File: config.mk
export PLATFORM = sky130hd
export DESIGN_NAME = issue_scoreboard_flat
export DESIGN_NICKNAME = d
export VERILOG_FILES = /design/src/rtl/issue_scoreboard_pkg.sv /design/src/rtl/issue_scoreboard_if.sv /design/src/rtl/issue_scoreboard_busy_table.sv /design/src/rtl/issue_scoreboard.sv /design/src/flat_wrapper.sv
export SDC_FILE = /design/constraint.sdc
export NUM_CORES = 1
export LEC_CHECK = 0
export ABC_AREA = 0
export BUFFER_PORTS_ARGS = -buffer_cell sky130_fd_sc_hd__buf_2
export CAP_MARGIN = 20
export CORE_MARGIN = 5
export CORE_UTILIZATION = 25
export DETAILED_ROUTE_END_ITERATION = 6
export PLACE_DENSITY = 0.44
export SETUP_SLACK_MARGIN = 0.15
export SLEW_MARGIN = 20
export SYNTH_ARGS = -nofsm -noshare
export SYNTH_HDL_FRONTEND = slang
export SYNTH_HIERARCHICAL = 1
export SYNTH_SLANG_ARGS = --single-unit
export TNS_END_PERCENT = 20
File: constraint.sdc
create_clock -name clk -period 12.15 [get_ports clk]
set_input_delay 1.8225 -clock clk [delete_from_list [all_inputs] [get_ports clk]]
set_output_delay 1.8225 -clock clk [all_outputs]
set_load 0.005 [all_outputs]
File: src/rtl/issue_scoreboard_pkg.sv
// Shared types, constants and hazard helpers for the issue scoreboard.
package issue_scoreboard_pkg;

  localparam int unsigned NREG  = 32;
  localparam int unsigned REG_W = 5;
  localparam int unsigned RDT_W = 2;

  localparam logic [RDT_W-1:0] RD_NONE = 2'd0;
  localparam logic [RDT_W-1:0] RD_INT  = 2'd1;
  localparam logic [RDT_W-1:0] RD_FP   = 2'd2;

  typedef enum logic [1:0] {IDLE, HALF, DRAIN, DONE} sb_state_t;

  // One decoded instruction slot as seen by the scoreboard.
  typedef struct packed {
    logic             valid;
    logic             rs1_valid;
    logic             rs2_valid;
    logic             rs3_valid;
    logic [REG_W-1:0] rs1;
    logic [REG_W-1:0] rs2;
    logic [REG_W-1:0] rs3;
    logic             rs1_fp;
    logic             rs2_fp;
    logic [RDT_W-1:0] rd_type;
    logic [REG_W-1:0] rd;
    logic             endsim;
  } inst_t;

  // RAW or WAW against the registered busy state.
  function automatic logic slot_hazard(inst_t ins, logic [NREG-1:0] ib, logic [NREG-1:0] fb);
    logic raw;
    logic waw;
    raw = (ins.rs1_valid & (ins.rs1_fp ? fb[ins.rs1] : ib[ins.rs1])) |
          (ins.rs2_valid & (ins.rs2_fp ? fb[ins.rs2] : ib[ins.rs2])) |
          (ins.rs3_valid & fb[ins.rs3]);
    waw = (ins.rd_type == RD_INT) ? ib[ins.rd] :
          (ins.rd_type == RD_FP)  ? fb[ins.rd] : 1'b0;
    return raw | waw;
  endfunction

  // inst1 touches the register inst0 is about to write (int x0 excluded).
  function automatic logic pair_hazard(inst_t i0, inst_t i1);
    logic wr;
    logic dfp;
    wr  = ((i0.rd_type == RD_INT) && (i0.rd != '0)) || (i0.rd_type == RD_FP);
    dfp = (i0.rd_type == RD_FP);
    return wr & (
      (i1.rs1_valid && (i1.rs1_fp == dfp) && (i1.rs1 == i0.rd)) ||
      (i1.rs2_valid && (i1.rs2_fp == dfp) && (i1.rs2 == i0.rd)) ||
      (i1.rs3_valid && dfp && (i1.rs3 == i0.rd)) ||
      ((i1.rd_type == RD_INT) && !dfp && (i1.rd == i0.rd)) ||
      ((i1.rd_type == RD_FP) && dfp && (i1.rd == i0.rd)));
  endfunction

endpackage

File: src/rtl/issue_scoreboard_if.sv
// Decoder, writeback and status signals of the issue scoreboard.
interface issue_scoreboard_if;
  import issue_scoreboard_pkg::*;

  logic             flush_i;
  logic             inst0_valid_i, inst1_valid_i;
  logic             inst0_rs1_valid_i, inst0_rs2_valid_i, inst0_rs3_valid_i;
  logic             inst1_rs1_valid_i, inst1_rs2_valid_i, inst1_rs3_valid_i;
  logic [REG_W-1:0] inst0_rs1_i, inst0_rs2_i, inst0_rs3_i;
  logic [REG_W-1:0] inst1_rs1_i, inst1_rs2_i, inst1_rs3_i;
  logic             inst0_rs1_fp_i, inst0_rs2_fp_i, inst1_rs1_fp_i, inst1_rs2_fp_i;
  logic [RDT_W-1:0] inst0_rd_type_i, inst1_rd_type_i;
  logic [REG_W-1:0] inst0_rd_i, inst1_rd_i;
  logic             inst0_endsim_i, inst1_endsim_i;
  logic             wb0_valid_i, wb1_valid_i;
  logic [REG_W-1:0] wb0_rd_i, wb1_rd_i;
  logic             wb0_fp_i, wb1_fp_i;
  logic             stall_o, issue0_o, issue1_o, endsim_o;
  logic [NREG-1:0]  int_busy_o, fp_busy_o;

  modport master (
    output flush_i, inst0_valid_i, inst1_valid_i,
           inst0_rs1_valid_i, inst0_rs2_valid_i, inst0_rs3_valid_i,
           inst1_rs1_valid_i, inst1_rs2_valid_i, inst1_rs3_valid_i,
           inst0_rs1_i, inst0_rs2_i, inst0_rs3_i, inst1_rs1_i, inst1_rs2_i, inst1_rs3_i,
           inst0_rs1_fp_i, inst0_rs2_fp_i, inst1_rs1_fp_i, inst1_rs2_fp_i,
           inst0_rd_type_i, inst1_rd_type_i, inst0_rd_i, inst1_rd_i,
           inst0_endsim_i, inst1_endsim_i,
           wb0_valid_i, wb1_valid_i, wb0_rd_i, wb1_rd_i, wb0_fp_i, wb1_fp_i,
    input  stall_o, issue0_o, issue1_o, endsim_o, int_busy_o, fp_busy_o
  );

  modport slave (
    input  flush_i, inst0_valid_i, inst1_valid_i,
           inst0_rs1_valid_i, inst0_rs2_valid_i, inst0_rs3_valid_i,
           inst1_rs1_valid_i, inst1_rs2_valid_i, inst1_rs3_valid_i,
           inst0_rs1_i, inst0_rs2_i, inst0_rs3_i, inst1_rs1_i, inst1_rs2_i, inst1_rs3_i,
           inst0_rs1_fp_i, inst0_rs2_fp_i, inst1_rs1_fp_i, inst1_rs2_fp_i,
           inst0_rd_type_i, inst1_rd_type_i, inst0_rd_i, inst1_rd_i,
           inst0_endsim_i, inst1_endsim_i,
           wb0_valid_i, wb1_valid_i, wb0_rd_i, wb1_rd_i, wb0_fp_i, wb1_fp_i,
    output stall_o, issue0_o, issue1_o, endsim_o, int_busy_o, fp_busy_o
  );
endinterface

File: src/rtl/issue_scoreboard_busy_table.sv
// Integer/FP busy bits with two set ports, two clear ports and clear-all.
module sb_busy_table
  import issue_scoreboard_pkg::*;
(
  input  logic                  clk,
  input  logic                  rst_n,
  input  logic                  i_clr_all,
  input  logic [1:0]            i_set_en,
  input  logic [1:0]            i_set_fp,
  input  logic [1:0][REG_W-1:0] i_set_rd,
  input  logic [1:0]            i_clr_en,
  input  logic [1:0]            i_clr_fp,
  input  logic [1:0][REG_W-1:0] i_clr_rd,
  output logic [NREG-1:0]       o_int_busy,
  output logic [NREG-1:0]       o_fp_busy,
  output logic                  o_next_zero_c
);

  logic [NREG-1:0] r_int, r_fp;
  logic [NREG-1:0] w_int_set, w_fp_set, w_int_clr, w_fp_clr;
  logic [NREG-1:0] w_int_next, w_fp_next;

  // Decode port indices into masks; sets are applied after clears.
  always_comb begin
    w_int_set = '0;
    w_fp_set  = '0;
    w_int_clr = '0;
    w_fp_clr  = '0;
    for (int p = 0; p < 2; p++) begin
      if (i_set_en[p]) begin
        if (i_set_fp[p]) w_fp_set[i_set_rd[p]]  = 1'b1;
        else             w_int_set[i_set_rd[p]] = 1'b1;
      end
      if (i_clr_en[p]) begin
        if (i_clr_fp[p]) w_fp_clr[i_clr_rd[p]]  = 1'b1;
        else             w_int_clr[i_clr_rd[p]] = 1'b1;
      end
    end
    w_int_set[0] = 1'b0;
    w_int_next   = (r_int & ~w_int_clr) | w_int_set;
    w_fp_next    = (r_fp & ~w_fp_clr) | w_fp_set;
  end

  // Busy state register; clear-all overrides every port.
  always_ff @(posedge clk or negedge rst_n) begin
    if (!rst_n) begin
      r_int <= '0;
      r_fp  <= '0;
    end else if (i_clr_all) begin
      r_int <= '0;
      r_fp  <= '0;
    end else begin
      r_int <= w_int_next;
      r_fp  <= w_fp_next;
    end
  end

  assign o_int_busy    = r_int;
  assign o_fp_busy     = r_fp;
  assign o_next_zero_c = ~(|w_int_next) & ~(|w_fp_next);

endmodule

File: src/rtl/issue_scoreboard.sv
// Dual-issue hazard scoreboard: hazard checks, pair splitting and drain FSM.
module issue_scoreboard
  import issue_scoreboard_pkg::*;
(
  input  logic               clk,
  input  logic               rst_n,
  issue_scoreboard_if.slave  sb
);

  sb_state_t       r_state, w_state_next;
  logic            r_endsim, w_endsim_next;
  logic            w_stall, w_issue0, w_issue1, w_clr_all;
  logic            w_haz0, w_haz1, w_pair, w_next_zero;
  logic [NREG-1:0] w_int_busy, w_fp_busy;
  inst_t           w_inst0, w_inst1;

  assign w_inst0 = '{valid: sb.inst0_valid_i, rs1_valid: sb.inst0_rs1_valid_i,
                     rs2_valid: sb.inst0_rs2_valid_i, rs3_valid: sb.inst0_rs3_valid_i,
                     rs1: sb.inst0_rs1_i, rs2: sb.inst0_rs2_i, rs3: sb.inst0_rs3_i,
                     rs1_fp: sb.inst0_rs1_fp_i, rs2_fp: sb.inst0_rs2_fp_i,
                     rd_type: sb.inst0_rd_type_i, rd: sb.inst0_rd_i, endsim: sb.inst0_endsim_i};
  assign w_inst1 = '{valid: sb.inst1_valid_i, rs1_valid: sb.inst1_rs1_valid_i,
                     rs2_valid: sb.inst1_rs2_valid_i, rs3_valid: sb.inst1_rs3_valid_i,
                     rs1: sb.inst1_rs1_i, rs2: sb.inst1_rs2_i, rs3: sb.inst1_rs3_i,
                     rs1_fp: sb.inst1_rs1_fp_i, rs2_fp: sb.inst1_rs2_fp_i,
                     rd_type: sb.inst1_rd_type_i, rd: sb.inst1_rd_i, endsim: sb.inst1_endsim_i};

  assign w_haz0 = w_inst0.valid & slot_hazard(w_inst0, w_int_busy, w_fp_busy);
  assign w_haz1 = w_inst1.valid & slot_hazard(w_inst1, w_int_busy, w_fp_busy);
  assign w_pair = w_inst0.valid & w_inst1.valid & pair_hazard(w_inst0, w_inst1);

  sb_busy_table u_busy (
    .clk          (clk),
    .rst_n        (rst_n),
    .i_clr_all    (w_clr_all),
    .i_set_en     ({w_issue1 & ((w_inst1.rd_type == RD_INT) | (w_inst1.rd_type == RD_FP)),
                    w_issue0 & ((w_inst0.rd_type == RD_INT) | (w_inst0.rd_type == RD_FP))}),
    .i_set_fp     ({w_inst1.rd_type == RD_FP, w_inst0.rd_type == RD_FP}),
    .i_set_rd     ({w_inst1.rd, w_inst0.rd}),
    .i_clr_en     ({sb.wb1_valid_i, sb.wb0_valid_i}),
    .i_clr_fp     ({sb.wb1_fp_i, sb.wb0_fp_i}),
    .i_clr_rd     ({sb.wb1_rd_i, sb.wb0_rd_i}),
    .o_int_busy   (w_int_busy),
    .o_fp_busy    (w_fp_busy),
    .o_next_zero_c(w_next_zero)
  );

  // Next state, issue enables and stall from registered state and decoder pair.
  always_comb begin
    w_state_next  = r_state;
    w_endsim_next = 1'b0;
    w_stall       = 1'b0;
    w_issue0      = 1'b0;
    w_issue1      = 1'b0;
    w_clr_all     = 1'b0;
    case (r_state)
      IDLE: begin
        if (sb.flush_i) begin
          w_clr_all = 1'b1;
        end else if (w_haz0) begin
          w_stall = 1'b1;
        end else begin
          w_issue0 = w_inst0.valid;
          if (w_inst0.valid && w_inst0.endsim) begin
            w_state_next = DRAIN;
          end else if (w_haz1 || w_pair) begin
            w_stall      = 1'b1;
            w_state_next = HALF;
          end else begin
            w_issue1 = w_inst1.valid;
            if (w_inst1.valid && w_inst1.endsim) w_state_next = DRAIN;
          end
        end
      end
      HALF: begin
        if (sb.flush_i) begin
          w_clr_all    = 1'b1;
          w_state_next = IDLE;
        end else if (w_haz1) begin
          w_stall = 1'b1;
        end else begin
          w_issue1     = w_inst1.valid;
          w_state_next = (w_inst1.valid && w_inst1.endsim) ? DRAIN : IDLE;
        end
      end
      DRAIN: begin
        if (sb.flush_i) begin
          w_clr_all    = 1'b1;
          w_state_next = IDLE;
        end else begin
          w_stall = 1'b1;
          if (w_next_zero) begin
            w_state_next  = DONE;
            w_endsim_next = 1'b1;
          end
        end
      end
      DONE:    w_stall = 1'b1;
      default: w_state_next = IDLE;
    endcase
  end

  // State and end-of-simulation pulse registers.
  always_ff @(posedge clk or negedge rst_n) begin
    if (!rst_n) begin
      r_state  <= IDLE;
      r_endsim <= 1'b0;
    end else begin
      r_state  <= w_state_next;
      r_endsim <= w_endsim_next;
    end
  end

  assign sb.stall_o    = w_stall;
  assign sb.issue0_o   = w_issue0;
  assign sb.issue1_o   = w_issue1;
  assign sb.endsim_o   = r_endsim;
  assign sb.int_busy_o = w_int_busy;
  assign sb.fp_busy_o  = w_fp_busy;

endmodule

File: src/flat_wrapper.sv
// flat-port wrapper written by rule: the top's interface ports become plain ports
module issue_scoreboard_flat import issue_scoreboard_pkg::*;
  (clk, rst_n, sb_flush_i, sb_inst0_valid_i, sb_inst1_valid_i, sb_inst0_rs1_valid_i, sb_inst0_rs2_valid_i, sb_inst0_rs3_valid_i, sb_inst1_rs1_valid_i, sb_inst1_rs2_valid_i, sb_inst1_rs3_valid_i, sb_inst0_rs1_i, sb_inst0_rs2_i, sb_inst0_rs3_i, sb_inst1_rs1_i, sb_inst1_rs2_i, sb_inst1_rs3_i, sb_inst0_rs1_fp_i, sb_inst0_rs2_fp_i, sb_inst1_rs1_fp_i, sb_inst1_rs2_fp_i, sb_inst0_rd_type_i, sb_inst1_rd_type_i, sb_inst0_rd_i, sb_inst1_rd_i, sb_inst0_endsim_i, sb_inst1_endsim_i, sb_wb0_valid_i, sb_wb1_valid_i, sb_wb0_rd_i, sb_wb1_rd_i, sb_wb0_fp_i, sb_wb1_fp_i, sb_stall_o, sb_issue0_o, sb_issue1_o, sb_endsim_o, sb_int_busy_o, sb_fp_busy_o);
  issue_scoreboard_if sb_i ();
  input  logic clk;
  input  logic rst_n;
  input wire logic [$bits(sb_i.flush_i)-1:0] sb_flush_i;
  input wire logic [$bits(sb_i.inst0_valid_i)-1:0] sb_inst0_valid_i;
  input wire logic [$bits(sb_i.inst1_valid_i)-1:0] sb_inst1_valid_i;
  input wire logic [$bits(sb_i.inst0_rs1_valid_i)-1:0] sb_inst0_rs1_valid_i;
  input wire logic [$bits(sb_i.inst0_rs2_valid_i)-1:0] sb_inst0_rs2_valid_i;
  input wire logic [$bits(sb_i.inst0_rs3_valid_i)-1:0] sb_inst0_rs3_valid_i;
  input wire logic [$bits(sb_i.inst1_rs1_valid_i)-1:0] sb_inst1_rs1_valid_i;
  input wire logic [$bits(sb_i.inst1_rs2_valid_i)-1:0] sb_inst1_rs2_valid_i;
  input wire logic [$bits(sb_i.inst1_rs3_valid_i)-1:0] sb_inst1_rs3_valid_i;
  input wire logic [$bits(sb_i.inst0_rs1_i)-1:0] sb_inst0_rs1_i;
  input wire logic [$bits(sb_i.inst0_rs2_i)-1:0] sb_inst0_rs2_i;
  input wire logic [$bits(sb_i.inst0_rs3_i)-1:0] sb_inst0_rs3_i;
  input wire logic [$bits(sb_i.inst1_rs1_i)-1:0] sb_inst1_rs1_i;
  input wire logic [$bits(sb_i.inst1_rs2_i)-1:0] sb_inst1_rs2_i;
  input wire logic [$bits(sb_i.inst1_rs3_i)-1:0] sb_inst1_rs3_i;
  input wire logic [$bits(sb_i.inst0_rs1_fp_i)-1:0] sb_inst0_rs1_fp_i;
  input wire logic [$bits(sb_i.inst0_rs2_fp_i)-1:0] sb_inst0_rs2_fp_i;
  input wire logic [$bits(sb_i.inst1_rs1_fp_i)-1:0] sb_inst1_rs1_fp_i;
  input wire logic [$bits(sb_i.inst1_rs2_fp_i)-1:0] sb_inst1_rs2_fp_i;
  input wire logic [$bits(sb_i.inst0_rd_type_i)-1:0] sb_inst0_rd_type_i;
  input wire logic [$bits(sb_i.inst1_rd_type_i)-1:0] sb_inst1_rd_type_i;
  input wire logic [$bits(sb_i.inst0_rd_i)-1:0] sb_inst0_rd_i;
  input wire logic [$bits(sb_i.inst1_rd_i)-1:0] sb_inst1_rd_i;
  input wire logic [$bits(sb_i.inst0_endsim_i)-1:0] sb_inst0_endsim_i;
  input wire logic [$bits(sb_i.inst1_endsim_i)-1:0] sb_inst1_endsim_i;
  input wire logic [$bits(sb_i.wb0_valid_i)-1:0] sb_wb0_valid_i;
  input wire logic [$bits(sb_i.wb1_valid_i)-1:0] sb_wb1_valid_i;
  input wire logic [$bits(sb_i.wb0_rd_i)-1:0] sb_wb0_rd_i;
  input wire logic [$bits(sb_i.wb1_rd_i)-1:0] sb_wb1_rd_i;
  input wire logic [$bits(sb_i.wb0_fp_i)-1:0] sb_wb0_fp_i;
  input wire logic [$bits(sb_i.wb1_fp_i)-1:0] sb_wb1_fp_i;
  output wire logic [$bits(sb_i.stall_o)-1:0] sb_stall_o;
  output wire logic [$bits(sb_i.issue0_o)-1:0] sb_issue0_o;
  output wire logic [$bits(sb_i.issue1_o)-1:0] sb_issue1_o;
  output wire logic [$bits(sb_i.endsim_o)-1:0] sb_endsim_o;
  output wire logic [$bits(sb_i.int_busy_o)-1:0] sb_int_busy_o;
  output wire logic [$bits(sb_i.fp_busy_o)-1:0] sb_fp_busy_o;
  assign sb_i.flush_i = sb_flush_i;
  assign sb_i.inst0_valid_i = sb_inst0_valid_i;
  assign sb_i.inst1_valid_i = sb_inst1_valid_i;
  assign sb_i.inst0_rs1_valid_i = sb_inst0_rs1_valid_i;
  assign sb_i.inst0_rs2_valid_i = sb_inst0_rs2_valid_i;
  assign sb_i.inst0_rs3_valid_i = sb_inst0_rs3_valid_i;
  assign sb_i.inst1_rs1_valid_i = sb_inst1_rs1_valid_i;
  assign sb_i.inst1_rs2_valid_i = sb_inst1_rs2_valid_i;
  assign sb_i.inst1_rs3_valid_i = sb_inst1_rs3_valid_i;
  assign sb_i.inst0_rs1_i = sb_inst0_rs1_i;
  assign sb_i.inst0_rs2_i = sb_inst0_rs2_i;
  assign sb_i.inst0_rs3_i = sb_inst0_rs3_i;
  assign sb_i.inst1_rs1_i = sb_inst1_rs1_i;
  assign sb_i.inst1_rs2_i = sb_inst1_rs2_i;
  assign sb_i.inst1_rs3_i = sb_inst1_rs3_i;
  assign sb_i.inst0_rs1_fp_i = sb_inst0_rs1_fp_i;
  assign sb_i.inst0_rs2_fp_i = sb_inst0_rs2_fp_i;
  assign sb_i.inst1_rs1_fp_i = sb_inst1_rs1_fp_i;
  assign sb_i.inst1_rs2_fp_i = sb_inst1_rs2_fp_i;
  assign sb_i.inst0_rd_type_i = sb_inst0_rd_type_i;
  assign sb_i.inst1_rd_type_i = sb_inst1_rd_type_i;
  assign sb_i.inst0_rd_i = sb_inst0_rd_i;
  assign sb_i.inst1_rd_i = sb_inst1_rd_i;
  assign sb_i.inst0_endsim_i = sb_inst0_endsim_i;
  assign sb_i.inst1_endsim_i = sb_inst1_endsim_i;
  assign sb_i.wb0_valid_i = sb_wb0_valid_i;
  assign sb_i.wb1_valid_i = sb_wb1_valid_i;
  assign sb_i.wb0_rd_i = sb_wb0_rd_i;
  assign sb_i.wb1_rd_i = sb_wb1_rd_i;
  assign sb_i.wb0_fp_i = sb_wb0_fp_i;
  assign sb_i.wb1_fp_i = sb_wb1_fp_i;
  assign sb_stall_o = sb_i.stall_o;
  assign sb_issue0_o = sb_i.issue0_o;
  assign sb_issue1_o = sb_i.issue1_o;
  assign sb_endsim_o = sb_i.endsim_o;
  assign sb_int_busy_o = sb_i.int_busy_o;
  assign sb_fp_busy_o = sb_i.fp_busy_o;
  issue_scoreboard u_core (.clk(clk), .rst_n(rst_n), .sb(sb_i));
endmodule
==> results.py <==
metrics = {
    "timing": {
        "finClkSkew_ps": 11.5,
        "finalHoldViolCount": 0,
        "layout_min_cycle_time_ps": 7500,
        "post-route-period-util": 0.617,
        "tightest_slew_ps": 1070,
        "setup-violations-final": 0,
        "slew-limit-headroom": 0.281,
        "clock.fmax_ghz": 0.133,
        "timing_max_transition_violations_final": 0,
        "rsz0062_at_grt": "false",
        "timing.setup.tns_ps": 0,
    },
    "synthesis": {
        "seq_area_frac_synth": 0.187,
        "synth_cells": 923,
        "most_common_cell_in_the_netlist": "sky130_fd_sc_hd__mux4_2",
        "top_area_cells_in_the_synthesized_netlist": "sky130_fd_sc_hd__mux4_2 (23%), sky130_fd_sc_hd__dfrtp_1 (19%), sky130_fd_sc_hd__mux2i_1 (6.6%)",
        "postSynth.topFlopCell": "sky130_fd_sc_hd__dfrtp_1",
        "yosys_register_bits": 67,
        "library_cell_occupying_the_most_area_in_the_post_synthesis_netlist": "sky130_fd_sc_hd__mux4_2",
        "syn_nets": 1007,
        "ys_types": 70,
        "synth.cells.most_frequent": "sky130_fd_sc_hd__mux4_2 (90), sky130_fd_sc_hd__nor2_1 (83), sky130_fd_sc_hd__a21oi_1 (67), sky130_fd_sc_hd__dfrtp_1 (67)",
        "synth_warnings": 6,
        "number_of_enable_type_register_cells_in_the_synthesized_netlist": 0,
        "syn_avg_cell_area_sq_um": 9.69,
        "post-synth-top-area-fraction": 0.227,
        "asyncSetResetFlopFracSynth": 1.00,
        "post_synth_instance_area_sq_mm": 0.00894,
    },
    "power_and_ir_drop": {
        "internal_power_uw": 474,
        "seq_power_share": 0.319,
        "combPwrFrac": 0.295,
        "power_leakage_uw": 0.00394,
        "power.switching_fraction": 0.354,
        "finalPower_uw": 734,
        "pwr_density_cell_mw_per_mm2": 73.0,
        "clock_power_share": 0.386,
        "netSwitchingPower_uw": 260,
        "irDropWorstVdd_uv": 67.5,
    },
    "die": {
        "rows": 69,
        "initial_core_util": 0.252,
        "floorplan.die.width_um": 199,
        "core_sq_mm": 0.0355,
        "die_area_sq_mm": 0.0397,
        "top_level_ports": 143,
        "die_h_um": 199,
    },
    "global_routing": {
        "grt_pass1_wl_um": 64700,
        "first_global_vias": 8918,
        "grt_max_degree": 68,
        "grt_usage": 0.224,
        "grt_antenna_before_repair": 1,
        "overflow": 0,
    },
    "drt": {
        "postRouteAntennaNets": 0,
        "postRouteWirelength_um": 46400,
        "initialDrtViolationCount": 976,
        "drc": 0,
        "wl_per_cell_um": 32.3,
        "route.detailed.vias_per_inst": 6.46,
        "drtPass1Iterations": 6,
        "route.vias.total": 9276,
    },
    "critical_path": {
        "ff2ff_path_depth": 19,
        "cp_max_fo": 17,
        "setup.reg_to_reg.worst_slack_ps": 5970,
        "crit_arrival_ps": 7730,
        "cp_data_required_time_ps": 12380,
        "crit_path_start_kind": "input pin",
        "reg_to_reg_critical_path_endpoint": "u_core/r_state[0]$_DFFE_PN0P_",
        "timing.critical_path.to_type": "flop",
        "critical_path.reg2reg.startpoint": "u_core/u_busy/o_fp_busy[23]$_DFF_PN0_",
        "critPathKind": "in2reg",
    },
    "clocking": {
        "cts_tree": "yes",
        "htreeDepth": 3,
        "worstSkewPairLatency_ps": 340,
        "library_cell_used_as_clock_root_buffer": "sky130_fd_sc_hd__clkbuf_16",
        "cts_hold_buf": 0,
        "cts.path.max_buffers": 2,
        "clkSlewWorstSetupHoldPaths_ps": 70,
        "tritoncts.num_buffers": 9,
        "post-cts-setup-buffer-count": 0,
        "clock-sinks": 67,
        "cts-resized-gates": 0,
    },
    "placement": {
        "dp.final_hpwl_um": 33300,
        "port-buffer-count": 142,
        "placement.cell_area_sq_mm": 0.00975,
        "gp_congestion": 0.952,
    },
    "cells_and_area": {
        "finalInstanceArea_sq_mm": 0.0101,
        "ff_latch_area_sq_mm": 0.00168,
        "fillers": 3758,
        "area_growth_pct": 12.5,
        "final_layout_size_suffix_gt1_frac": 0.303,
        "num-nets-final": 1053,
        "multi_input_gate_area_in_the_final_layout_sq_mm": 0.00671,
    },
    "hold_path": {
        "hold_path.startpoint": "u_core/r_state[0]$_DFFE_PN0P_",
        "hold_path_class": "reg2reg",
        "min_delay_path_depth": 1,
        "hold_end": "u_core/r_state[0]$_DFFE_PN0P_",
    },
    "run_status": {
        "run_status": "completed",
    },
    "run": {
        "drv_cap": 0,
    },
}
## registers in the layout (all words and copies together), names as in the netlist
| signal | flops |
|---|---|
| u_core/r_state | 2 |
| u_core/u_busy/o_int_busy | 32 |
| u_core/u_busy/o_fp_busy | 32 |
| u_core/sb.endsim_o | 1 |
## kinds of logic after synthesis
family | Yosys count | share of synthesized area
mux | 167 | 0.324
simple gates | 279 | 0.202
compound gates | 256 | 0.189
fa+ha+maj | 9 | 0.0126
flops | 67 | 0.187
buf+inv | 123 | 0.0628
xor+xnor | 22 | 0.0215
## power by group through the flow
| stage | clock [uW] | combinational, uW | sequential (uW) |
|---|---|---|---|
| after detailed placement | 0 | 212 | 238 |
| final | 283 | 217 | 234 |
| after global placement | 0 | 213 | 238 |
| after floorplan | 0 | 147 | 236 |
| after global routing | 297 | 231 | 235 |
| after CTS | 287 | 213 | 234 |
## layout by cell type (no fill, tap or decap), types with 21 or more instances in the layout
master                    Yosys  routed
sky130_fd_sc_hd__a21oi_1     67      67
sky130_fd_sc_hd__a22oi_1     66      66
sky130_fd_sc_hd__buf_2       44     142
sky130_fd_sc_hd__dfrtp_1     67      67
sky130_fd_sc_hd__mux2i_1     59      59
sky130_fd_sc_hd__mux4_2      90      90
sky130_fd_sc_hd__nand2_1     21      21
sky130_fd_sc_hd__nand4_1     25      25
sky130_fd_sc_hd__nor2_1      83      83
sky130_fd_sc_hd__o22ai_1     66      66
## routing by layer
| layer | wire length, um | share of wire | GRT usage | up-vias |
|---|---|---|---|---|
| met1 | 19000 | 0.41 | 0.301 | 4782 |
| met4 | 1010 | 0.022 | 0.0567 | 2 |
| li1 | - | - | - | 3820 |
| met5 | 13 | 0.00028 | 0 | - |
| met2 | 22500 | 0.48 | 0.374 | 600 |
| met3 | 3900 | 0.084 | 0.0432 | 72 |
## critical path, cell delays in order
cell and delay [ps]:
sky130_fd_sc_hd__buf_2 430, sky130_fd_sc_hd__mux4_1 630, sky130_fd_sc_hd__mux4_2 460, sky130_fd_sc_hd__and4b_1 210, sky130_fd_sc_hd__or4_4 550, sky130_fd_sc_hd__nor3_4 170, sky130_fd_sc_hd__nand2_1 100, sky130_fd_sc_hd__nor3_1 820
sky130_fd_sc_hd__or4b_1 680, sky130_fd_sc_hd__o22ai_1 270, sky130_fd_sc_hd__a21oi_1 110, sky130_fd_sc_hd__nand4_1 250, sky130_fd_sc_hd__nor4_1 130, sky130_fd_sc_hd__and4_1 290, sky130_fd_sc_hd__o21ai_0 210, sky130_fd_sc_hd__a31o_2 140
sky130_fd_sc_hd__or4_4 130, sky130_fd_sc_hd__mux2_4 290
## worst max-delay path by stage
stage | start | slack, ps | cells past startpoint | to
4_1_cts | sb_inst1_rs1_i[0] | 4780 | 18 | u_core/r_state[0]$_DFFE_PN0P_
6_report | sb_inst1_rs1_i[0] | 4650 | 18 | u_core/r_state[0]$_DFFE_PN0P_
5_1_grt | sb_inst1_rs1_i[0] | 4570 | 18 | u_core/r_state[0]$_DFFE_PN0P_
2_1_floorplan | sb_inst0_rd_i[1] | 5660 | 22 | u_core/r_state[0]$_DFFE_PN0P_
3_3_place_gp | sb_inst1_rs1_i[0] | 4490 | 18 | u_core/r_state[0]$_DFFE_PN0P_
3_5_place_dp | sb_inst1_rs1_i[0] | 4410 | 18 | u_core/r_state[0]$_DFFE_PN0P_
## layout make-up
class,instances,share of cell area
diodes,1,0.000249
inverters,13,0.00485
well taps,461,0.0573
multi-input cells,733,0.667
repair buffers,145,0.0729
clock inverters,6,0.00709
flip-flops and latches,67,0.167
clock buffers,10,0.0238
## stage by stage
stage / std cells / utilization / worst slack [ps] / hold WS, ps
after CTS: 1435 / 0.283 / 4780 / 604
after global routing: 1435 / 0.283 / 4570 / 617
after global placement: 1419 / 0.275 / 4490 / 583
after floorplan: 923 / - / 5660 / 539
final: 1436 / 0.284 / 4650 / 609
after detailed placement: 1419 / 0.275 / 4410 / 590
Power figures use the tool's default switching activity.
